File: config.mk
export PLATFORM = sky130hd
export DESIGN_NAME = warp_issue_scheduler
export DESIGN_NICKNAME = d
export VERILOG_FILES = /design/src/rtl/warp_issue_scheduler.sv
export SDC_FILE = /design/constraint.sdc
export NUM_CORES = 2
export LEC_CHECK = 0
export BUFFER_PORTS_ARGS = -buffer_cell sky130_fd_sc_hd__buf_2
export CORE_MARGIN = 4
export CORE_UTILIZATION = 38
export DETAILED_ROUTE_END_ITERATION = 16
export PLACE_DENSITY = 0.49
export SYNTH_ARGS = -nofsm -noshare
export SYNTH_HDL_FRONTEND = slang
export SYNTH_SLANG_ARGS = --single-unit
File: constraint.sdc
create_clock -name clk -period 6.2 [get_ports clk]
set_input_delay 0.62 -clock clk [delete_from_list [all_inputs] [get_ports clk]]
set_output_delay 0.62 -clock clk [all_outputs]
set_load 0.02 [all_outputs]
File: src/rtl/warp_issue_scheduler.sv
// warp_issue_scheduler: per-warp two-slot buffers and scoreboards; picks one ready warp per cycle for single/dual issue.
// Optional WARP_PRIORITY_EN: highest launch_prio wins, ties round-robin; otherwise pure round-robin.
module warp_issue_scheduler #(
  parameter int NUM_WARPS = 8,
  parameter int NUM_REGS  = 32,
  parameter int NUM_WB    = 2,
  parameter int PC_W      = 16
) (
  input  logic                clk,
  input  logic                rst_n,
  input  logic                launch_valid,
  input  logic [3:0]          launch_warp,
  input  logic [PC_W-1:0]     launch_pc,
  input  logic [3:0]          launch_prio,
  input  logic                fetch_valid,
  input  logic [3:0]          fetch_warp,
  input  logic [63:0]         fetch_bundle,
  output logic                fetch_ready,
  input  logic [NUM_WB-1:0]   wb_valid,
  input  logic [4*NUM_WB-1:0] wb_warp,
  input  logic [5*NUM_WB-1:0] wb_reg,
  output logic                issue_valid,
  input  logic                issue_ready,
  output logic [3:0]          issue_warp,
  output logic [PC_W-1:0]     issue_pc,
  output logic [31:0]         issue_pri,
  output logic [31:0]         issue_sec,
  output logic                issue_dual,
  output logic [7:0]          active_warps,
  output logic                busy,
  output logic [31:0]         issue_count,
  output logic [15:0]         dual_count
);
  localparam int WW = $clog2(NUM_WARPS);
  logic [NUM_WARPS-1:0] valid_q, valid_d, s0v_q, s0v_d, s1v_q, s1v_d, rdy, dual_ok;
  logic [PC_W-1:0]      pc_q [NUM_WARPS];
  logic [PC_W-1:0]      pc_d [NUM_WARPS];
  logic [31:0]          s0_q [NUM_WARPS];
  logic [31:0]          s0_d [NUM_WARPS];
  logic [31:0]          s1_q [NUM_WARPS];
  logic [31:0]          s1_d [NUM_WARPS];
  logic [NUM_REGS-1:0]  sb_q [NUM_WARPS];
  logic [NUM_REGS-1:0]  sb_d [NUM_WARPS];
  logic [WW-1:0]        last_q, last_d, sel, idx, fw, lw;
  logic                 found, go, acc, iv_q, iv_d, idual_q, idual_d;
  logic [3:0]           iwarp_q, iwarp_d;
  logic [PC_W-1:0]      ipc_q, ipc_d;
  logic [31:0]          ipri_q, ipri_d, isec_q, isec_d, ic_q, ic_d;
  logic [15:0]          dc_q, dc_d;
`ifdef WARP_PRIORITY_EN
  logic [3:0]           prio_q [NUM_WARPS];
  logic [3:0]           prio_d [NUM_WARPS];
  logic [3:0]           best;
`else
  logic                 unused_prio;
  assign unused_prio = ^launch_prio;
`endif

  function automatic logic cx(input logic [31:0] x);
    return x[31:27] == 5'h04 || x[31:27] == 5'h05;
  endfunction

  assign fw = fetch_warp[WW-1:0];
  assign lw = launch_warp[WW-1:0];
  assign fetch_ready = {1'b0, fetch_warp} < 5'(NUM_WARPS) && valid_q[fw] && !s0v_q[fw] && !s1v_q[fw];
  assign acc = iv_q && issue_ready;
  assign go = found && (!iv_q || issue_ready);
  assign issue_valid = iv_q;
  assign issue_warp = iwarp_q;
  assign issue_pc = ipc_q;
  assign issue_pri = ipri_q;
  assign issue_sec = isec_q;
  assign issue_dual = idual_q;
  assign issue_count = ic_q;
  assign dual_count = dc_q;
  assign busy = |valid_q || iv_q;

  always_comb begin
    rdy = '0;
    dual_ok = '0;
    active_warps = '0;
    for (int i = 0; i < NUM_WARPS; i++) begin
      active_warps = active_warps + 8'(valid_q[i]);
      rdy[i] = valid_q[i] && s0v_q[i] && !sb_q[i][s0_q[i][21:17]] && !sb_q[i][s0_q[i][16:12]]
               && !sb_q[i][s0_q[i][26:22]];
      // op < 0x18 admits ALU/TEX/LOAD in slot1 and rejects EXIT
      dual_ok[i] = s1v_q[i] && !sb_q[i][s1_q[i][21:17]] && !sb_q[i][s1_q[i][16:12]]
                   && !sb_q[i][s1_q[i][26:22]] && s0_q[i][31:27] < 5'h10 && s1_q[i][31:27] < 5'h18
                   && !(s1_q[i][31:27] < 5'h10 && (cx(s0_q[i]) || cx(s1_q[i])))
                   && !(s0_q[i][26:22] != 5'd0 && (s0_q[i][26:22] == s1_q[i][21:17]
                        || s0_q[i][26:22] == s1_q[i][16:12] || s0_q[i][26:22] == s1_q[i][26:22]));
    end
  end

  always_comb begin
    found = 1'b0;
    sel = '0;
    idx = '0;
`ifdef WARP_PRIORITY_EN
    best = '0;
`endif
    for (int k = 0; k < NUM_WARPS; k++) begin
      idx = WW'((int'(last_q) + 1 + k) % NUM_WARPS);
`ifdef WARP_PRIORITY_EN
      if (rdy[idx] && (!found || prio_q[idx] > best)) begin
        found = 1'b1;
        sel = idx;
        best = prio_q[idx];
      end
`else
      if (rdy[idx] && !found) begin
        found = 1'b1;
        sel = idx;
      end
`endif
    end
  end

  always_comb begin
    valid_d = valid_q;
    s0v_d = s0v_q;
    s1v_d = s1v_q;
    pc_d = pc_q;
    s0_d = s0_q;
    s1_d = s1_q;
    sb_d = sb_q;
`ifdef WARP_PRIORITY_EN
    prio_d = prio_q;
`endif
    last_d = last_q;
    iv_d = iv_q && !issue_ready;
    iwarp_d = iwarp_q;
    ipc_d = ipc_q;
    ipri_d = ipri_q;
    isec_d = isec_q;
    idual_d = idual_q;
    ic_d = ic_q + (acc ? (idual_q ? 32'd2 : 32'd1) : 32'd0);
    dc_d = dc_q + {15'd0, acc && idual_q};
    for (int p = 0; p < NUM_WB; p++)
      if (wb_valid[p] && {1'b0, wb_warp[4*p +: 4]} < 5'(NUM_WARPS))
        sb_d[wb_warp[4*p +: WW]][wb_reg[5*p +: 5]] = 1'b0;
    if (launch_valid && {1'b0, launch_warp} < 5'(NUM_WARPS) && !valid_q[lw]) begin
      valid_d[lw] = 1'b1;
      pc_d[lw] = launch_pc;
      s0v_d[lw] = 1'b0;
      s1v_d[lw] = 1'b0;
      sb_d[lw] = '0;
`ifdef WARP_PRIORITY_EN
      prio_d[lw] = launch_prio;
`endif
    end
    if (fetch_valid && fetch_ready) begin
      s0_d[fw] = fetch_bundle[31:0];
      s1_d[fw] = fetch_bundle[63:32];
      s0v_d[fw] = 1'b1;
      s1v_d[fw] = |fetch_bundle[63:32];
    end
    if (go) begin
      iv_d = 1'b1;
      iwarp_d = 4'(sel);
      ipc_d = pc_q[sel];
      ipri_d = s0_q[sel];
      isec_d = dual_ok[sel] ? s1_q[sel] : 32'd0;
      idual_d = dual_ok[sel];
      last_d = sel;
      if (s0_q[sel][31:27] == 5'h1F) begin
        valid_d[sel] = 1'b0;
        s0v_d[sel] = 1'b0;
        s1v_d[sel] = 1'b0;
      end else begin
        // set after the writeback clears so a same-edge wb cannot erase a fresh pending bit
        if (s0_q[sel][26:22] != 5'd0) sb_d[sel][s0_q[sel][26:22]] = 1'b1;
        if (dual_ok[sel]) begin
          if (s1_q[sel][26:22] != 5'd0) sb_d[sel][s1_q[sel][26:22]] = 1'b1;
          s0v_d[sel] = 1'b0;
          s1v_d[sel] = 1'b0;
          pc_d[sel] = pc_q[sel] + PC_W'(2);
        end else begin
          s0_d[sel] = s1_q[sel];
          s0v_d[sel] = s1v_q[sel];
          s1v_d[sel] = 1'b0;
          pc_d[sel] = pc_q[sel] + PC_W'(1);
        end
      end
    end
  end

  always_ff @(posedge clk or negedge rst_n) begin
    if (!rst_n) begin
      valid_q <= '0;
      s0v_q <= '0;
      s1v_q <= '0;
      for (int i = 0; i < NUM_WARPS; i++) begin
        pc_q[i] <= '0;
        s0_q[i] <= '0;
        s1_q[i] <= '0;
        sb_q[i] <= '0;
`ifdef WARP_PRIORITY_EN
        prio_q[i] <= '0;
`endif
      end
      last_q <= WW'(NUM_WARPS - 1);
      iv_q <= 1'b0;
      iwarp_q <= '0;
      ipc_q <= '0;
      ipri_q <= '0;
      isec_q <= '0;
      idual_q <= 1'b0;
      ic_q <= '0;
      dc_q <= '0;
    end else begin
      valid_q <= valid_d;
      s0v_q <= s0v_d;
      s1v_q <= s1v_d;
      pc_q <= pc_d;
      s0_q <= s0_d;
      s1_q <= s1_d;
      sb_q <= sb_d;
`ifdef WARP_PRIORITY_EN
      prio_q <= prio_d;
`endif
      last_q <= last_d;
      iv_q <= iv_d;
      iwarp_q <= iwarp_d;
      ipc_q <= ipc_d;
      ipri_q <= ipri_d;
      isec_q <= isec_d;
      idual_q <= idual_d;
      ic_q <= ic_d;
      dc_q <= dc_d;
    end
  end
endmodule

==> results by group <==
Clock tree
  • Worst-Skew Late Latency: 0.85 ns
  • Clk pin slew, worst setup/hold paths: 0.06 ns
  • # H-tree levels: 4
  • Clock Root Buffer: clkbuf_16
  • CTS Buffer Depth: 3
  • Total CTS buffers: 134
  • Sink Count: 1,056
  • CTS tree: done

STA
  • Final Hold Violating Endpoints: 0
  • Setup TNS: -117.41 ns
  • Clock Skew: 0.0563 ns
  • Fin crit share: 105%
  • Slew Limit Headroom: 0.253%
  • Final min period: 6.53 ns
  • Setup ws final: -0.326 ns
  • RSZ-0062 raised after global routing: true
  • Slew @ Worst Pin: 1.49 ns
  • Slew Viols, Final: 0
  • Endpoints failing setup: 648
  • Max Clk Rate: 153 MHz

Yosys
  • Ys flop type: dfrtp_1
  • Synthesized area per cell: 10.6 um2
  • Count leader, synth: dfrtp_1
  • Post-synth ARST share: 100%
  • Post-synth top area share: 38.2%
  • Mapped cell area: 69,000 um2
  • Synth Register Bits: 1,056
  • Synth area leaders: dfrtp_1, mux2i_1, mux4_2, mux2_2, a22oi_1
  • Part of the Yosys area used for sequential elements: 38.3%
  • Yosys warns: 0
  • Post-synth EDFFs: 0
  • Synth Instances: 6,482
  • Most common library cells after synthesis: dfrtp_1, mux2i_1, nand2_1
  • Area leader, netlist: dfrtp_1
  • Netlist cell types: 103

Detailed routing
  • DRT iter0 DRCs: 9,422
  • Post-DRT Antenna Nets: 0
  • DR vias/cell: 6.58
  • Wire per inst: 39.6 um
  • WL final: 404,000 um
  • # DRC: 0
  • First drt pass iteration count: 7
  • DR vias: 67,100

Worst setup path
  • CP startpoint kind: flip-flop
  • Critical path's slowest cell: mux4_2
  • Crit path required time: 6.98 ns
  • Critical path arrival: 7.30 ns
  • Crit Path Max Fanout: 6
  • CP max stage delay: 0.53 ns
  • Critical path class: flip-flop to flip-flop
  • R2R Setup Slk: -0.33 ns
  • Worst setup EP type: flip-flop
  • Cell mode on critical path: buf_12

Run
  • Max Cap Viol: 2

Global routing
  • Total global routing overflow: 0
  • Largest net degree at the start of global routing: 163
  • First-pass GRT wire length: 532,000 um
  • Total track usage: 40.9%
  • Initial antenna violation count: 54
  • Number of global-route vias before repair: 63,000

Floorplan
  • Die height: 434 um
  • Starting density of the core: 38.2%
  • Core Area: 181,000 um2
  • Boundary pin count: 261
  • Die X: 434 um
  • Rows: 156
  • Die ar.: 188,000 um2

Placement
  • Gp weighted congestion: 1.08
  • DP Wirelength: 284,000 um
  • Port Buffer Count: 251

Outcome
  • Failing checks: capacitance limit, setup timing
  • Status: finished with violations

Layout
  • P&R area growth vs syn: 32.5%
  • Share of layout cells above drive strength 1: 38.5%
  • Final nets: 7,834

Hold path
  • Min-delay worst type: primary input to flip-flop
-- routing by layer --
metal  global-route usage [%]  wire, um
met5                        0       143
met4                     24.8     30500
met3                     17.4     53300
met2                     56.4    164000
met1                     52.8    156000
-- registers in the layout, indices dropped and copies added, names as in the netlist, 16 cells and up --
register and count:
s0_q 256, dual_count 16, issue_pc 16, issue_count 32
issue_pri 32, s1_q 256, pc_q 128, issue_sec 32
sb_q 256
-- what timing repair did --
item | CTS | global route
gates resized for setup | 312 | 334
pin swaps | 66 | 85
endpoints found under the setup margin | 727 | 676
gates cloned | 7 | 43
hold buffers | 1 | 0
endpoints found under the hold margin | 62 | 0
buffers inserted | 73 | 67
-- worst max-delay path, delay by kind of cell (launching register included) --
family / cells / cell delay [ns]
DFF: 1 / 0.43
muxes: 5 / 1.71
and+or+nand+nor: 6 / 0.73
buffers and inverters: 11 / 1.69
AOI/OAI and AO/OA: 7 / 1.83
-- path summary, 6_finish.rpt --
path,startpoint,endpoint,depth (start not counted)
max in group asynchronous,rst_n,pc_q[50],3
min in group asynchronous,rst_n,s0_q[53],2
setup / recovery,sb_q[47],sb_q[37],29
hold reg to reg,issue_count[31],issue_count[31],1
setup reg to reg,sb_q[47],sb_q[37],29
hold / removal,fetch_bundle[32],s1_q[128],2
-- cell families (layout without fill, tap and decap cells) --
logic type               Yosys count  after routing  synth area share (%)
adder cells (fa/ha/maj)           16             16                 0.345
other                              1             36               0.00544
AO/OA/AOI/OAI                   1336           1336                  12.8
flip-flops                      1056           1056                  38.3
AND/OR/NAND/NOR                 1649           1650                  11.6
multiplexers                    1625           1625                  30.1
buffers and inverters            613           1931                  4.37
XOR/XNOR                         186            186                  2.43
-- cell type report --
class	count	area (um2)
antenna	31	77.6
sequential	1056	26400
clock buffer	198	3990
clock inverter	42	714
fill	16400	89200
timing repair buffer	1634	15100
multi-input combinational	4818	41900
inverter	57	214
tap	2370	2970
-- cells in the final DEF, fill, tap and decap left out, types with 58 or more instances in the layout --
master,instances
buf_4,1074
dfrtp_1,1039
mux2i_1,901
nand2_1,621
mux2_2,390
a22oi_1,366
nand3_1,346
mux4_2,317
o21ai_0,268
buf_2,250
buf_12,178
clkbuf_16,169
a21oi_1,158
nor2_1,142
o21ai_1,105
xnor2_1,94
o21ai_2,87
xor2_1,84
nor2b_1,72
buf_6,68
nor2_2,58
-- stage by stage --
stage	area, um2	cells	setup WS [ns]	utilization, %	hold slack (ns)
floorplan	69000	6486	0.608	-	0.324
global placement	81900	9768	-1.95	45.4	0.454
detailed placement	81900	9769	-1.41	45.4	0.458
CTS	88600	10100	-0.172	49.1	0.118
global route	91300	10200	-0.394	50.6	0.143
finish	91400	10200	-0.326	50.6	0.163
Power is left out: the tool's default activity adds up to more than one toggle a clock period on the data nets, which glitch-free logic cannot reach.
